<file path="config.mk">
export PLATFORM = sky130hd
export DESIGN_NAME = lsu
export DESIGN_NICKNAME = d
export VERILOG_FILES = /design/src/rtl/lsu_pkg.sv /design/src/rtl/lsu_align.sv /design/src/rtl/lsu.sv
export SDC_FILE = /design/constraint.sdc
export NUM_CORES = 1
export LEC_CHECK = 0
export BUFFER_PORTS_ARGS = -buffer_cell sky130_fd_sc_hd__buf_4
export CORE_ASPECT_RATIO = 0.9
export CORE_MARGIN = 2
export CORE_UTILIZATION = 46
export CTS_CLUSTER_DIAMETER = 200
export DETAILED_ROUTE_END_ITERATION = 10
export GPL_ROUTABILITY_DRIVEN = 0
export PLACE_DENSITY = 0.76
export REMOVE_ABC_BUFFERS = 1
export SLEW_MARGIN = 40
export SYNTH_ARGS = -nofsm -noshare
export SYNTH_HDL_FRONTEND = slang
export SYNTH_SLANG_ARGS = --single-unit
</file>
<file path="constraint.sdc">
create_clock -name clk -period 4 [get_ports clk]
set_clock_uncertainty 0.05 [all_clocks]
set_input_delay 1 -clock clk [delete_from_list [all_inputs] [get_ports clk]]
set_output_delay 1 -clock clk [all_outputs]
set_load 0.01 [all_outputs]
</file>
<file path="src/rtl/lsu_pkg.sv">
// lsu_pkg: shared types and helpers for the load/store unit.
//   funct3_e  - RISC-V load/store width codes
//   state_e   - lsu FSM state encoding
//   size_e    - effective access size after decoding funct3
//   *_W       - lane widths in bits
//   access_size() - maps any funct3 (including reserved/unsupported codes)
//                   to an effective access size.
package lsu_pkg;

    localparam int BYTE_W = 8;
    localparam int HALF_W = 16;
    localparam int WORD_W = 32;

    typedef enum logic [2:0] {
        FN_B  = 3'b000,
        FN_H  = 3'b001,
        FN_W  = 3'b010,
        FN_BU = 3'b100,
        FN_HU = 3'b101
    } funct3_e;

    typedef enum logic [1:0] {
        ST_IDLE  = 2'd0,
        ST_READ  = 2'd1,
        ST_WRITE = 2'd2,
        ST_RESP  = 2'd3
    } state_e;

    typedef enum logic [1:0] {
        SZ_B = 2'd0,
        SZ_H = 2'd1,
        SZ_W = 2'd2
    } size_e;

    // funct3[1] set covers 010/011/110/111: word, including the unsupported
    // codes. Otherwise funct3[0] picks half vs byte, which also folds the
    // unsigned load codes 100/101 (and their store aliases) onto byte/half.
    function automatic size_e access_size(input logic [2:0] funct3);
        if (funct3[1])      return SZ_W;
        else if (funct3[0]) return SZ_H;
        else                return SZ_B;
    endfunction

endpackage

</file>
<file path="src/rtl/lsu_align.sv">
// lsu_align: purely combinational lane logic for the lsu.
//   word    in  32  word read from RAM
//   offset  in  2   byte offset (address bits [1:0])
//   funct3  in  3   width/sign code
//   wdata   in  32  right-aligned store data
//   rdata   out 32  extracted and sign/zero-extended load data
//   merged  out 32  word with the store lane replaced by wdata
module lsu_align
    import lsu_pkg::*;
(
    input  logic [31:0] word,
    input  logic [1:0]  offset,
    input  logic [2:0]  funct3,
    input  logic [31:0] wdata,
    output logic [31:0] rdata,
    output logic [31:0] merged
);

    size_e       sz;
    logic [7:0]  lane_b;
    logic [15:0] lane_h;
    logic        sext;

    always_comb begin
        sz   = access_size(funct3);
        // funct3[2] marks the unsigned loads; word loads ignore it.
        sext = ~funct3[2];

        case (offset)
            2'd0:    lane_b = word[7:0];
            2'd1:    lane_b = word[15:8];
            2'd2:    lane_b = word[23:16];
            default: lane_b = word[31:24];
        endcase
        lane_h = offset[1] ? word[31:16] : word[15:0];

        case (sz)
            SZ_B:    rdata = {{(WORD_W-BYTE_W){sext & lane_b[7]}}, lane_b};
            SZ_H:    rdata = {{(WORD_W-HALF_W){sext & lane_h[15]}}, lane_h};
            default: rdata = word;
        endcase

        merged = word;
        case (sz)
            SZ_B: begin
                case (offset)
                    2'd0:    merged[7:0]   = wdata[7:0];
                    2'd1:    merged[15:8]  = wdata[7:0];
                    2'd2:    merged[23:16] = wdata[7:0];
                    default: merged[31:24] = wdata[7:0];
                endcase
            end
            SZ_H: begin
                if (offset[1]) merged[31:16] = wdata[15:0];
                else           merged[15:0]  = wdata[15:0];
            end
            default: merged = wdata;
        endcase
    end

endmodule

</file>
<file path="src/rtl/lsu.sv">
// lsu: load/store unit in front of a single-port word RAM. Sub-word stores
// are done as read-modify-write; loads are sign/zero-extended.
// Optional feature macro: LSU_MISALIGN_CHECK_EN (misaligned half/word
// accesses complete with resp_err=1 and no RAM access).
//   clk, rst              clock; asynchronous active-high reset
//   req_valid/req_ready   request handshake: a request transfers on a rising
//                         edge where both are 1; req_ready is 1 only in IDLE
//   req_we/funct3/addr/wdata  request fields, sampled only at acceptance
//   resp_valid/rdata/err  one-cycle completion pulse, no backpressure
//   mem_addr/we/wdata     registered word-aligned RAM controls
//   mem_rdata             combinational RAM read data
// MEM_SIZE must be a power of two (addresses wrap by masking).
module lsu
    import lsu_pkg::*;
#(
    parameter int MEM_SIZE = 128
) (
    input  logic        clk,
    input  logic        rst,
    input  logic        req_valid,
    output logic        req_ready,
    input  logic        req_we,
    input  logic [2:0]  req_funct3,
    input  logic [31:0] req_addr,
    input  logic [31:0] req_wdata,
    output logic        resp_valid,
    output logic [31:0] resp_rdata,
    output logic        resp_err,
    output logic [31:0] mem_addr,
    output logic        mem_we,
    output logic [31:0] mem_wdata,
    input  logic [31:0] mem_rdata
);

    localparam logic [1:0] S_IDLE  = ST_IDLE;
    localparam logic [1:0] S_READ  = ST_READ;
    localparam logic [1:0] S_WRITE = ST_WRITE;
    localparam logic [1:0] S_RESP  = ST_RESP;

    localparam logic [29:0] WORD_MASK = 30'(MEM_SIZE - 1);

    logic [1:0]  state;
    logic [1:0]  off_q;
    logic [2:0]  funct3_q;
    logic        we_q;
    logic [31:0] wdata_q;

    logic [29:0] word_idx;
    logic        misaligned;
    logic [31:0] load_data;
    logic [31:0] merged_word;

    assign req_ready = (state == S_IDLE);
    assign word_idx  = req_addr[31:2] & WORD_MASK;

`ifdef LSU_MISALIGN_CHECK_EN
    always_comb begin
        case (access_size(req_funct3))
            SZ_H:    misaligned = req_addr[0];
            SZ_W:    misaligned = |req_addr[1:0];
            default: misaligned = 1'b0;
        endcase
    end
`else
    assign misaligned = 1'b0;
`endif

    lsu_align u_align (
        .word   (mem_rdata),
        .offset (off_q),
        .funct3 (funct3_q),
        .wdata  (wdata_q),
        .rdata  (load_data),
        .merged (merged_word)
    );

    always_ff @(posedge clk or posedge rst) begin
        if (rst) begin
            state      <= S_IDLE;
            off_q      <= '0;
            funct3_q   <= '0;
            we_q       <= 1'b0;
            wdata_q    <= '0;
            mem_addr   <= '0;
            mem_we     <= 1'b0;
            mem_wdata  <= '0;
            resp_valid <= 1'b0;
            resp_rdata <= '0;
            resp_err   <= 1'b0;
        end else begin
            case (state)
                S_IDLE: begin
                    if (req_valid) begin
                        off_q    <= req_addr[1:0];
                        funct3_q <= req_funct3;
                        we_q     <= req_we;
                        wdata_q  <= req_wdata;
                        if (misaligned) begin
                            resp_err   <= 1'b1;
                            resp_valid <= 1'b1;
                            state      <= S_RESP;
                        end else begin
                            mem_addr <= {word_idx, 2'b00};
                            if (!req_we || access_size(req_funct3) != SZ_W) begin
                                state <= S_READ;
                            end else begin
                                // Full-word store skips the read entirely.
                                mem_we    <= 1'b1;
                                mem_wdata <= req_wdata;
                                state     <= S_WRITE;
                            end
                        end
                    end
                end
                S_READ: begin
                    if (we_q) begin
                        mem_we    <= 1'b1;
                        mem_wdata <= merged_word;
                        state     <= S_WRITE;
                    end else begin
                        resp_rdata <= load_data;
                        resp_valid <= 1'b1;
                        state      <= S_RESP;
                    end
                end
                S_WRITE: begin
                    mem_we     <= 1'b0;
                    resp_valid <= 1'b1;
                    state      <= S_RESP;
                end
                default: begin
                    // Clear the response so rdata/err are only non-zero
                    // alongside resp_valid.
                    resp_valid <= 1'b0;
                    resp_rdata <= '0;
                    resp_err   <= 1'b0;
                    state      <= S_IDLE;
                end
            endcase
        end
    end

endmodule

</file>
==> metrics.md, run 1 <==
| Metric | Value |
|---|---|
| Result of the run | `finished clean` |
| Net Sw Frac | `0.417` |
| Critical path capture point type | `primary output` |
| Initial antenna violation count | `0` |
| Synth unique cells | `53` |
| Pin count of the biggest net entering global routing | `between 60 and 70` |
| Synthesized area | `6030 sq um` |
| Final-layout setup total negative slack | `0 ns` |
| Grt total ovfl | `0` |
| Placeable core region | `between 10,000 and 15,000 sq um` |
| Core Rows | `39` |
| Arrival @ worst endpoint | `roughly 1.7 ns` |
| Count of placed standard cells including taps | `868` |
| Total of cells resized after clock tree synthesis | `0` |
| Final setup violation count | `0` |
| Final Total Pwr | `7.26 mW` |
| Total die area | `14,000 sq um` |
| Post-route design area | `7810 sq um` |
| Detailed Routing Iterations Pass 1 | `5` |
| Top cells by count, synth | `113 x dfrtp_1, 58 x nand2_1, 51 x mux2_2` |
| Setup repair after global routing missed its margin | `false` |
| Fin crit share | `0.690` |
| Part of the total power dissipated in combinational logic | `0.489` |
| Global-route wire length before repair | `29.3 mm` |
| Gate count of the mapped netlist | `585` |
| Number of global-route vias before repair | `roughly 5,500` |
| Wire length reported by the detailed router | `19.0 mm` |
| H-tree level count | `4` |
| Post-Synthesis Mean Instance Area | `10.3 sq um` |
| Number of buffers on the longest clock path | `2` |
| Final-report max-slew violation count | `0` |
| Library cell with the highest instance count after synthesis | `dfrtp_1` |
| Bufs and invs on worst path | `2` |
| Starting utilization of the core area | `0.473` |
| Total track usage | `0.270` |
| Slowest stage cell on the critical path | `ha_1` |
| Post-detail-place hpwl | `between 10 and 15 mm` |
| Register-to-register path setup slack | `~1.2 ns` |
| Worst-Margin Slew | `0.883 ns` |
| Layout net count | `between 800 and 900` |
| Path type of the worst setup path | `reg2out` |
| Max-slew headroom | `0.412` |
| Register-to-Register Path Depth | `8` |
| Clock period minus final worst setup slack | `2.76 ns` |
| #FFs+latches synth | `113` |
| Most area-hungry cell type in the Yosys netlist | `dfrtp_1` |
| Average routed wire per standard cell | `21.1 um` |
| Clock tree from TritonCTS | `built` |
| Drt first-iter violations | `521` |
| Register share of total power | `0.309` |
| Power per unit of standard cell area | `929 nW/um^2` |
| Antenna diode count | `0` |
| Synth async-reset ratio | `1.00` |
| Synthesis Warnings | `0` |
| Post-DP Area | `7230 sq um` |
| Vertical die dimension | `approximately 110 um` |
| Post-route non-filler standard cell count | `901` |
| CTS Sinks | `113` |
| Hold WC Path Type | `reg2reg` |
| Clock Power Share | `0.202` |
| Vias per cell | `6.16` |
| Total vias in the final route | `between 5,000 and 6,000` |
| Logic depth of the worst path, buffers included | `3` |
| Clock-pin slew on the worst setup and hold paths | `0.05 ns` |
| Kind of start point of the critical path | `flop` |
| CP Launch Point | `state[1]` |
| Fraction of layout cells with a size suffix above 1 | `0.354` |
| Count of port buffers added during placement | `153` |
| Top fanout value on the critical path | `13` |
| Internal Dissipation | `4.23 mW` |
| Flip-flop cell with the highest count after synthesis | `dfrtp_1` |
| Cell class contributing the biggest share of worst-path delay | `adder cells` |
| Worst-skew pair later-pin latency | `0.42 ns` |
| Upper clock frequency limit | `0.362 GHz` |
| CTS Root Buffer Type | `clkbuf_16` |
| Worst flop-to-flop path endpoint | `resp_rdata[22]` |
| Peak supply drop | `0.513 mV` |
| Synth-to-Final Area Change | `29.6%` |
| Crit path required time | `approximately 3.0 ns` |
| Number of CTS-inserted buffers | `17` |
| Count of hold-fix buffers inserted at cts | `0` |
| Post-synth top area share | `0.469` |
| Static Leakage | `~3.6 nW` |
| Critical Path Sink | `req_ready` |
| FILL cells | `1,038` |
| Switching Power | `3.02 mW` |
| Horiz. Die Dim | `125 um` |
| FF-to-FF Start | `state[1]` |
| I/O pin count | `203` |
| Buffers inserted by post-CTS timing repair | `0` |
| Number of nets still failing antenna checks after routing | `0` |
| Share of synthesized area occupied by flip-flops and latches | `0.469` |
| Number of DRC violations after detailed routing | `0` |
| Cells traversed along the worst timing path | `inv_1 > ha_1 > buf_4` |
| Total of max-cap violations | `0` |
| Final Hold Viols | `0` |
| Largest incremental delay on the critical path | `about 0.55 ns` |
| Number of flops mapped to enable cells by yosys | `0` |
| Synth area leaders | `dfrtp_1 47%, mux2_2 9.5%, nand2_1 3.6%, mux2i_1 3.3%, buf_4 3.2%` |
| Hold Worst Slack | `0.431 ns` |
## sequential cells by signal, indices dropped and copies added, names as in the netlist
signal and count:
mem_we 1, state 2, wdata_q 32, resp_valid 1
mem_wdata 32, we_q 1, funct3_q 3, resp_rdata 32
off_q 2, mem_addr 7
## area by class of cell
cell class,instances,area [sq um],area share
inverters,16,62.6,0.00801
flip-flops and latches,113,2830,0.362
clock inverters,5,50.0,0.00641
clock buffers,27,523,0.0669
multi-input cells,411,2890,0.370
well taps,164,205,0.0263
repair buffers,165,1250,0.161
## logic make-up (layout without fill, tap and decap cells)
family	Yosys count	count (layout)	synth area share
and+or+nand+nor	129	129	0.102
adders and majority gates	4	4	0.00830
other	1	26	0.000622
AOI/OAI and AO/OA	177	177	0.213
buffers and inverters	86	213	0.0718
DFF	113	113	0.469
muxes	75	75	0.136
## layer usage
layer  track usage  vias to the layer above  wire [um]
met2         0.422                      336       8840
met1         0.350                     2760       7820
met3        0.0758                       41       1850
met5             0                        -          0
li1              -                     2411          -
met4         0.124                        0        498
## how the worst min path moves through the flow
stage | from | slack, ns | end | cells past startpoint
6_report | resp_rdata[1] | 0.43 | resp_rdata[1] | 2
5_1_grt | resp_rdata[11] | 0.46 | resp_rdata[11] | 1
4_1_cts | resp_rdata[1] | 0.44 | resp_rdata[1] | 2
3_5_place_dp | resp_rdata[1] | 0.43 | resp_rdata[1] | 2
3_3_place_gp | resp_rdata[1] | 0.42 | resp_rdata[1] | 2
2_1_floorplan | wdata_q[25] | 0.42 | wdata_q[25] | 1
## tightest hold or removal path, delay by kind of cell, from the launching register on
family,cells,cell delay (ns)
AO/OA/AOI/OAI,1,0.05
flip-flops,1,0.34
AND/OR/NAND/NOR,1,0.05
## power groups by stage
stage	sequential [mW]	clock, mW	combinational [mW]
after global placement	2.20	0	3.39
after floorplan	2.33	0	1.88
final	2.24	1.47	3.55
after detailed placement	2.24	0	3.50
after global routing	2.31	1.52	3.82
after CTS	2.23	1.47	3.52
## cells in the final DEF (no fill, tap or decap), types with 7 or more instances in the layout
cell | synthesis | layout
mux2_2 | 51 | 51
a21oi_1 | 29 | 29
o22ai_1 | 9 | 9
a211o_1 | 9 | 9
a221oi_1 | 7 | 7
inv_1 | 14 | 12
a22o_1 | 9 | 9
mux2i_1 | 20 | 20
nor2_1 | 20 | 20
o21ai_0 | 10 | 10
o211ai_1 | 17 | 17
nand3_1 | 18 | 18
o21ai_1 | 24 | 24
a221o_1 | 16 | 16
nand2_1 | 58 | 56
buf_4 | 26 | 163
clkbuf_16 | 0 | 17
o2111ai_1 | 8 | 8
conb_1 | 1 | 26
dfrtp_1 | 113 | 112
## per-stage QoR
stage | util | worst slack [ns]
floorplan | - | -0.0374
finish | 0.613 | 1.24
detailed placement | 0.568 | 1.05
global route | 0.613 | 1.13
CTS | 0.613 | 1.04
global placement | 0.567 | 1.15
Note: power is estimated with default switching activity, not from simulation.
==> run 2: changes to the inputs <==
- clock period: 4 -> 2.3 ns (I/O delays scaled with it)
==> run 2 against run 1 <==
  * Sequential share of layout area shrank 1.2 points
  * Core utilization grew 2.0 points
  * First-iteration DRC count rose by 4.4%
  * Via count rose by 0.52%
  * Final cell count is 2.3% higher
  * Routed wire length shrank 1.6%
==> metrics.md, run 2 (same netlist as run 1, synthesis figures left out) <==
| Metric | Value |
|---|---|
| FF-to-FF Start | `state[0] (was state[1])` |
| Slowest stage cell on the critical path | `dfrtp_1 (was ha_1)` |
| Cell occurring most often along the worst timing path | `buf_4` |
| Layout net count | `852 (was 831)` |
| Wire length reported by the detailed router | `18.7 mm (was 19.0 mm)` |
| Total of cells resized after clock tree synthesis | `0 (unchanged)` |
| FILL cells | `1,010 (was 1,038)` |
| Register-to-Register Path Depth | `7 (was 8)` |
| Starting utilization of the core area | `0.473 (unchanged)` |
| Number of CTS-inserted buffers | `17 (unchanged)` |
| Vias per cell | `6.05 (was 6.16)` |
| Kind of start point of the critical path | `flop (unchanged)` |
| Setup repair after global routing missed its margin | `false (unchanged)` |
| Post-route non-filler standard cell count | `922 (was 901)` |
| Post-detail-place hpwl | `13.2 mm (was 12.6 mm)` |
| Critical path capture point type | `primary output (unchanged)` |
| Antenna diode count | `0 (unchanged)` |
| Drt first-iter violations | `544 (was 521)` |
| Vertical die dimension | `113 um (unchanged)` |
| Count of hold-fix buffers inserted at cts | `0 (unchanged)` |
| Fin crit share | `0.958` |
| Global-route wire length before repair | `29.2 mm (was 29.3 mm)` |
| Top library cells by usage in the layout, fill and taps aside | `180 x buf_4, 112 x dfrtp_1, 57 x nand2_1 (was 163 x buf_4, 112 x dfrtp_1, 56 x nand2_1)` |
| H-tree level count | `4 (unchanged)` |
| M1 WL | `7.67 mm (was 7.82 mm)` |
| Count of port buffers added during placement | `153 (unchanged)` |
| Total track usage | `0.265 (was 0.270)` |
| Clock period minus final worst setup slack | `around 2.2 ns` |
| Final WS setup | `0.0962 ns (was 1.24 ns)` |
| Detailed Routing Iterations Pass 1 | `5 (unchanged)` |
| Clock-pin slew on the worst setup and hold paths | `0.05 ns (about the same)` |
| Cell class contributing the biggest share of worst-path delay | `buffers and inverters (was adder cells)` |
| Final setup violation count | `0 (unchanged)` |
| Synth-to-Final Area Change | `33.9% (was 29.6%)` |
| Hold Worst Slack | `0.198 ns (was 0.431 ns)` |
| Routed wl met3 | `1.79 mm (was 1.85 mm)` |
| Crit path required time | `1.67 ns (was 2.95 ns)` |
| Post-placement setup slack | `0.0964 ns (was 1.05 ns)` |
| Total vias in the final route | `5,577 (was 5,548)` |
| Initial antenna violation count | `0 (unchanged)` |
| Path type of the worst setup path | `reg2out (unchanged)` |
| CTS Sinks | `113 (unchanged)` |
| Worst-skew pair later-pin latency | `0.41 ns (was 0.42 ns)` |
| Fraction of layout cells with a size suffix above 1 | `0.369 (was 0.354)` |
| Final Hold Viols | `0 (unchanged)` |
| Number of DRC violations after detailed routing | `0 (unchanged)` |
| Buffers inserted by post-CTS timing repair | `0 (unchanged)` |
| Number of global-route vias before repair | `5,472 (was 5,473)` |
| Grt total ovfl | `0 (unchanged)` |
| Largest incremental delay on the critical path | `0.40 ns (was 0.55 ns)` |
| Max-slew headroom | `0.443 (was 0.412)` |
| Final-report max-slew violation count | `0 (unchanged)` |
| Cells traversed along the worst timing path | `inv_1 > ha_1 > buf_4 > buf_4 (was inv_1 > ha_1 > buf_4)` |
| Arrival @ worst endpoint | `1.58 ns (was 1.71 ns)` |
| Core Rows | `39 (unchanged)` |
| I/O pin count | `203 (unchanged)` |
| Final-layout setup total negative slack | `0 ns (unchanged)` |
| Hold WC Path Type | `in2async (was reg2reg)` |
| Power per unit of standard cell area | `1620 nW/um^2 (was 929 nW/um^2)` |
| Highest routed layer | `met4 (unchanged)` |
| Largest regs | `mem_wdata: 32 flops, resp_rdata: 32 flops, wdata_q: 32 flops (unchanged)` |
| Static Leakage | `3.76 nW (was 3.63 nW)` |
| CTS Root Buffer Type | `clkbuf_16 (unchanged)` |
| Number of buffers on the longest clock path | `2 (unchanged)` |
| Met2 Routed Length | `8.87 mm (was 8.84 mm)` |
| Average routed wire per standard cell | `20.3 um (was 21.1 um)` |
| Pin count of the biggest net entering global routing | `59 (was 61)` |
| Placeable core region | `12,700 sq um (unchanged)` |
| Most common cell after layout, fill and taps aside | `buf_4 (unchanged)` |
| Number of nets still failing antenna checks after routing | `0 (unchanged)` |
| Upper clock frequency limit | `0.454 GHz` |
| Result of the run | `finished clean (unchanged)` |
| Worst-Margin Slew | `0.830 ns (was 0.883 ns)` |
| Top fanout value on the critical path | `7 (was 13)` |
| Register-to-register path setup slack | `0.1 ns (was 1.24 ns)` |
| Clock tree from TritonCTS | `built (unchanged)` |
| Total die area | `14,000 sq um (unchanged)` |
| Worst flop-to-flop path endpoint | `resp_rdata[19] (was resp_rdata[22])` |
| Total of max-cap violations | `0 (unchanged)` |
| Peak supply drop | `0.937 mV (was 0.513 mV)` |
| Count of placed standard cells including taps | `890 (was 868)` |
| Horiz. Die Dim | `125 um (unchanged)` |
| Bufs and invs on worst path | `3 (was 2)` |
-- run 2: worst min-delay path: cells and delay by family --
family | cells | cell delay, ns
buffers and inverters | 3 | 0.47
-- run 2: power breakdown --
part           total, mW  switching [mW]  leakage (nW)  internal, mW
Sequential          3.86           0.848          1.40          3.01
Clock               2.86           0.916         0.307          1.94
Combinational       6.40            3.49          2.06          2.91
-- run 2: worst max path at each step --
| stage | slack (ns) | from | to | cells past startpoint |
|---|---|---|---|---|
| after CTS | 0.08 | state[1] | req_ready | 4 |
| after floorplan | -1.61 | state[1] | mem_wdata[0] | 6 |
| final | 0.1 | state[1] | req_ready | 4 |
| after global routing | 0.01 | state[1] | req_ready | 4 |
| after global placement | 0.14 | state[0] | resp_rdata[16] | 7 |
| after detailed placement | 0.1 | state[1] | resp_rdata[16] | 7 |
-- run 2: final cells by class --
type / instances / area, sq um / area share
timing repair buffer: 186 / 1460 / 0.181
clock buffer: 21 / 450 / 0.0558
sequential: 113 / 2830 / 0.350
multi-input combinational: 411 / 2880 / 0.356
clock inverter: 11 / 185 / 0.0229
tap: 164 / 205 / 0.0254
inverter: 16 / 62.6 / 0.00775
-- run 2: layer usage --
| layer | global-route usage | up-vias |
|---|---|---|
| met5 | 0 | - |
| met4 | 0.103 | 0 |
| met3 | 0.0667 | 41 |
| met2 | 0.420 | 325 |
| met1 | 0.353 | 2759 |
| li1 | - | 2452 |
-- run 2: metrics by stage --
step	area, sq um	utilization	power [mW]
global placement	7430	0.584	9.92
finish	8070	0.634	13.1
global route	8070	0.634	13.9
floorplan	5750	-	7.31
CTS	8070	0.634	13.1
detailed placement	7430	0.584	10.2
==> run 3: changes to the inputs <==
--- a/config.mk
+++ b/config.mk
@@ -14,2 +14,3 @@
 export GPL_ROUTABILITY_DRIVEN = 0
+export MAX_ROUTING_LAYER = met4
 export PLACE_DENSITY = 0.76
--- a/constraint.sdc
+++ b/constraint.sdc
@@ -4,2 +4,2 @@
 set_output_delay 0.575 -clock clk [all_outputs]
-set_load 0.01 [all_outputs]
+set_load 0.005 [all_outputs]
==> run 3 against run 2 <==
  * Worst hold slack worse by 0.0028 ns
  * Sequential power hardly changed
  * Sequential share of layout area stayed put
  * Maximum frequency hardly changed
  * Critical path type unchanged
  * Critical endpoint unchanged
==> metrics.md, run 3 (same netlist as run 1, synthesis figures left out) <==
| Metric | Value |
|---|---|
| Multi-input gate area in the final layout | `2880 sq um (unchanged)` |
| Count of hold-fix buffers inserted at cts | `0 (unchanged)` |
| FILL cells | `1,010 (unchanged)` |
| Power per unit of standard cell area | `1590 nW/um^2 (was 1620 nW/um^2)` |
| Fin crit share | `0.958 (about the same)` |
| Core Rows | `39 (unchanged)` |
| Drt first-iter violations | `556 (was 544)` |
| Final-report max-slew violation count | `0 (unchanged)` |
| Top fanout value on the critical path | `7 (unchanged)` |
| Clock-pin slew on the worst setup and hold paths | `0.05 ns (about the same)` |
| Register area | `2830 sq um (unchanged)` |
| H-tree level count | `4 (unchanged)` |
| Detailed Routing Iterations Pass 1 | `5 (unchanged)` |
| Max-slew headroom | `0.440 (was 0.443)` |
| Global-route wire length before repair | `29.2 mm (about the same)` |
| Core occupancy in the finished layout | `0.634 (unchanged)` |
| Final WS setup | `0.0965 ns (was 0.0962 ns)` |
| Total of max-cap violations | `0 (unchanged)` |
| Layout net count | `852 (unchanged)` |
| Buffers inserted by post-CTS timing repair | `0 (unchanged)` |
| Number of nets still failing antenna checks after routing | `0 (unchanged)` |
| Total track usage | `0.273 (was 0.265)` |
| Path type of the worst setup path | `reg2out (unchanged)` |
| CTS Root Buffer Type | `clkbuf_16 (unchanged)` |
| Fraction of layout cells with a size suffix above 1 | `0.369 (unchanged)` |
| Internal Dissipation | `7.84 mW (was 7.86 mW)` |
| Critical path capture point type | `primary output (unchanged)` |
| Peak supply drop | `0.903 mV (was 0.937 mV)` |
| Vias per cell | `6.06 (was 6.05)` |
| Switching Power | `5.00 mW (was 5.26 mW)` |
| Antenna diode count | `0 (unchanged)` |
| Pin count of the biggest net entering global routing | `59 (unchanged)` |
| Static Leakage | `3.76 nW (unchanged)` |
| Post-DP Area | `7430 sq um (unchanged)` |
| Setup repair after global routing missed its margin | `false (unchanged)` |
| Starting utilization of the core area | `0.473 (unchanged)` |
| Hold WC Path Type | `in2async (unchanged)` |
| Clock period minus final worst setup slack | `2.20 ns (about the same)` |
| Average routed wire per standard cell | `20.3 um (about the same)` |
| Count of port buffers added during placement | `153 (unchanged)` |
| Largest regs | `mem_wdata: 32 flops, resp_rdata: 32 flops, wdata_q: 32 flops (unchanged)` |
| Upper clock frequency limit | `0.454 GHz (about the same)` |
| Total of cells resized after clock tree synthesis | `0 (unchanged)` |
| Placeable core region | `12,700 sq um (unchanged)` |
| Synth-to-Final Area Change | `33.9% (unchanged)` |
| CTS Sinks | `113 (unchanged)` |
| Grt total ovfl | `0 (unchanged)` |
| Most common cell after layout, fill and taps aside | `buf_4 (unchanged)` |
| Number of buffers on the longest clock path | `2 (unchanged)` |
| Register share of total power | `0.301 (was 0.294)` |
| Net Sw Frac | `0.389 (was 0.401)` |
| Arrival @ worst endpoint | `1.58 ns (about the same)` |
| Vertical die dimension | `113 um (unchanged)` |
| Wire length reported by the detailed router | `18.7 mm (about the same)` |
| Clock Power Share | `0.222 (was 0.218)` |
| Horiz. Die Dim | `125 um (unchanged)` |
| Final setup violation count | `0 (unchanged)` |
| Clock tree from TritonCTS | `built (unchanged)` |
| Number of CTS-inserted buffers | `17 (unchanged)` |
| Number of DRC violations after detailed routing | `0 (unchanged)` |
| Initial antenna violation count | `0 (unchanged)` |
| Worst-Margin Slew | `0.834 ns (was 0.830 ns)` |
| Worst-skew pair later-pin latency | `0.41 ns (about the same)` |
| I/O pin count | `203 (unchanged)` |
| Post-detail-place hpwl | `13.2 mm (unchanged)` |
| Final Hold Viols | `0 (unchanged)` |
| Total vias in the final route | `5,590 (was 5,577)` |
| Number of global-route vias before repair | `5,482 (was 5,472)` |
| Part of the total power dissipated in combinational logic | `0.476 (was 0.488)` |
| Result of the run | `finished clean (unchanged)` |
| Top library cells by usage in the layout, fill and taps aside | `180 x buf_4, 112 x dfrtp_1, 57 x nand2_1 (unchanged)` |
| Post-placement setup slack | `0.0964 ns (unchanged)` |
| Kind of start point of the critical path | `flop (unchanged)` |
| Total die area | `14,000 sq um (unchanged)` |
| Post-route design area | `8070 sq um (unchanged)` |
| Crit path required time | `1.67 ns (about the same)` |
==> run 3: worst paths after layout <==
kind,from,to,slack [ns],depth (start not counted)
worst max-delay path,state[1],req_ready,0.1,4
worst min-delay path,rst,resp_rdata[29],0.19,3
worst max register to register,state[0],resp_rdata[19],0.1,7
worst min register to register,resp_rdata[1],resp_rdata[1],0.44,2
max in group asynchronous,rst,we_q,1.72,3
min in group clk,req_addr[1],off_q[1],0.35,2
==> run 3: layout make-up <==
type / instances / share of cell area
Clock buffer: 21 / 0.0558
Clock inverter: 11 / 0.0229
Inverter: 16 / 0.00775
Multi-Input combinational cell: 411 / 0.356
Sequential cell: 113 / 0.350
Tap cell: 164 / 0.0254
Timing Repair Buffer: 186 / 0.181
==> run 3: layer usage <==
| layer | share of wire | routed length (um) | vias up | GRT usage |
|---|---|---|---|---|
| met5 | 0 | 0 | - | - |
| met4 | 0.021 | 384 | 0 | 0.105 |
| met3 | 0.10 | 1890 | 38 | 0.0643 |
| met2 | 0.47 | 8840 | 353 | 0.420 |
| met1 | 0.41 | 7600 | 2741 | 0.354 |
| li1 | - | - | 2458 | - |
==> run 3: power by group through the flow <==
| stage | clock network, mW | logic [mW] | registers [mW] |
|---|---|---|---|
| floorplan | 0 | 3.25 | 3.81 |
| global placement | 0 | 5.84 | 3.81 |
| detailed placement | 0 | 6.03 | 3.86 |
| CTS | 2.88 | 6.07 | 3.84 |
| global route | 2.99 | 6.61 | 3.98 |
| finish | 2.86 | 6.12 | 3.87 |
==> run 3: metrics by stage <==
stage | power [mW] | setup TNS (ns) | hold WS, ns | std cells
global route | 13.6 | 0 | 0.220 | 922
global placement | 9.65 | 0 | 0.423 | 890
floorplan | 7.06 | -204.78 | 0.423 | 540
finish | 12.8 | 0 | 0.195 | 922
detailed placement | 9.89 | 0 | 0.426 | 890
CTS | 12.8 | 0 | 0.199 | 922
==> run 3: critical path, cell delays in order, from the launching register on <==
cell	delay (ns)
dfrtp_1	0.40
inv_1	0.11
ha_1	0.32
buf_4	0.23
buf_4	0.12
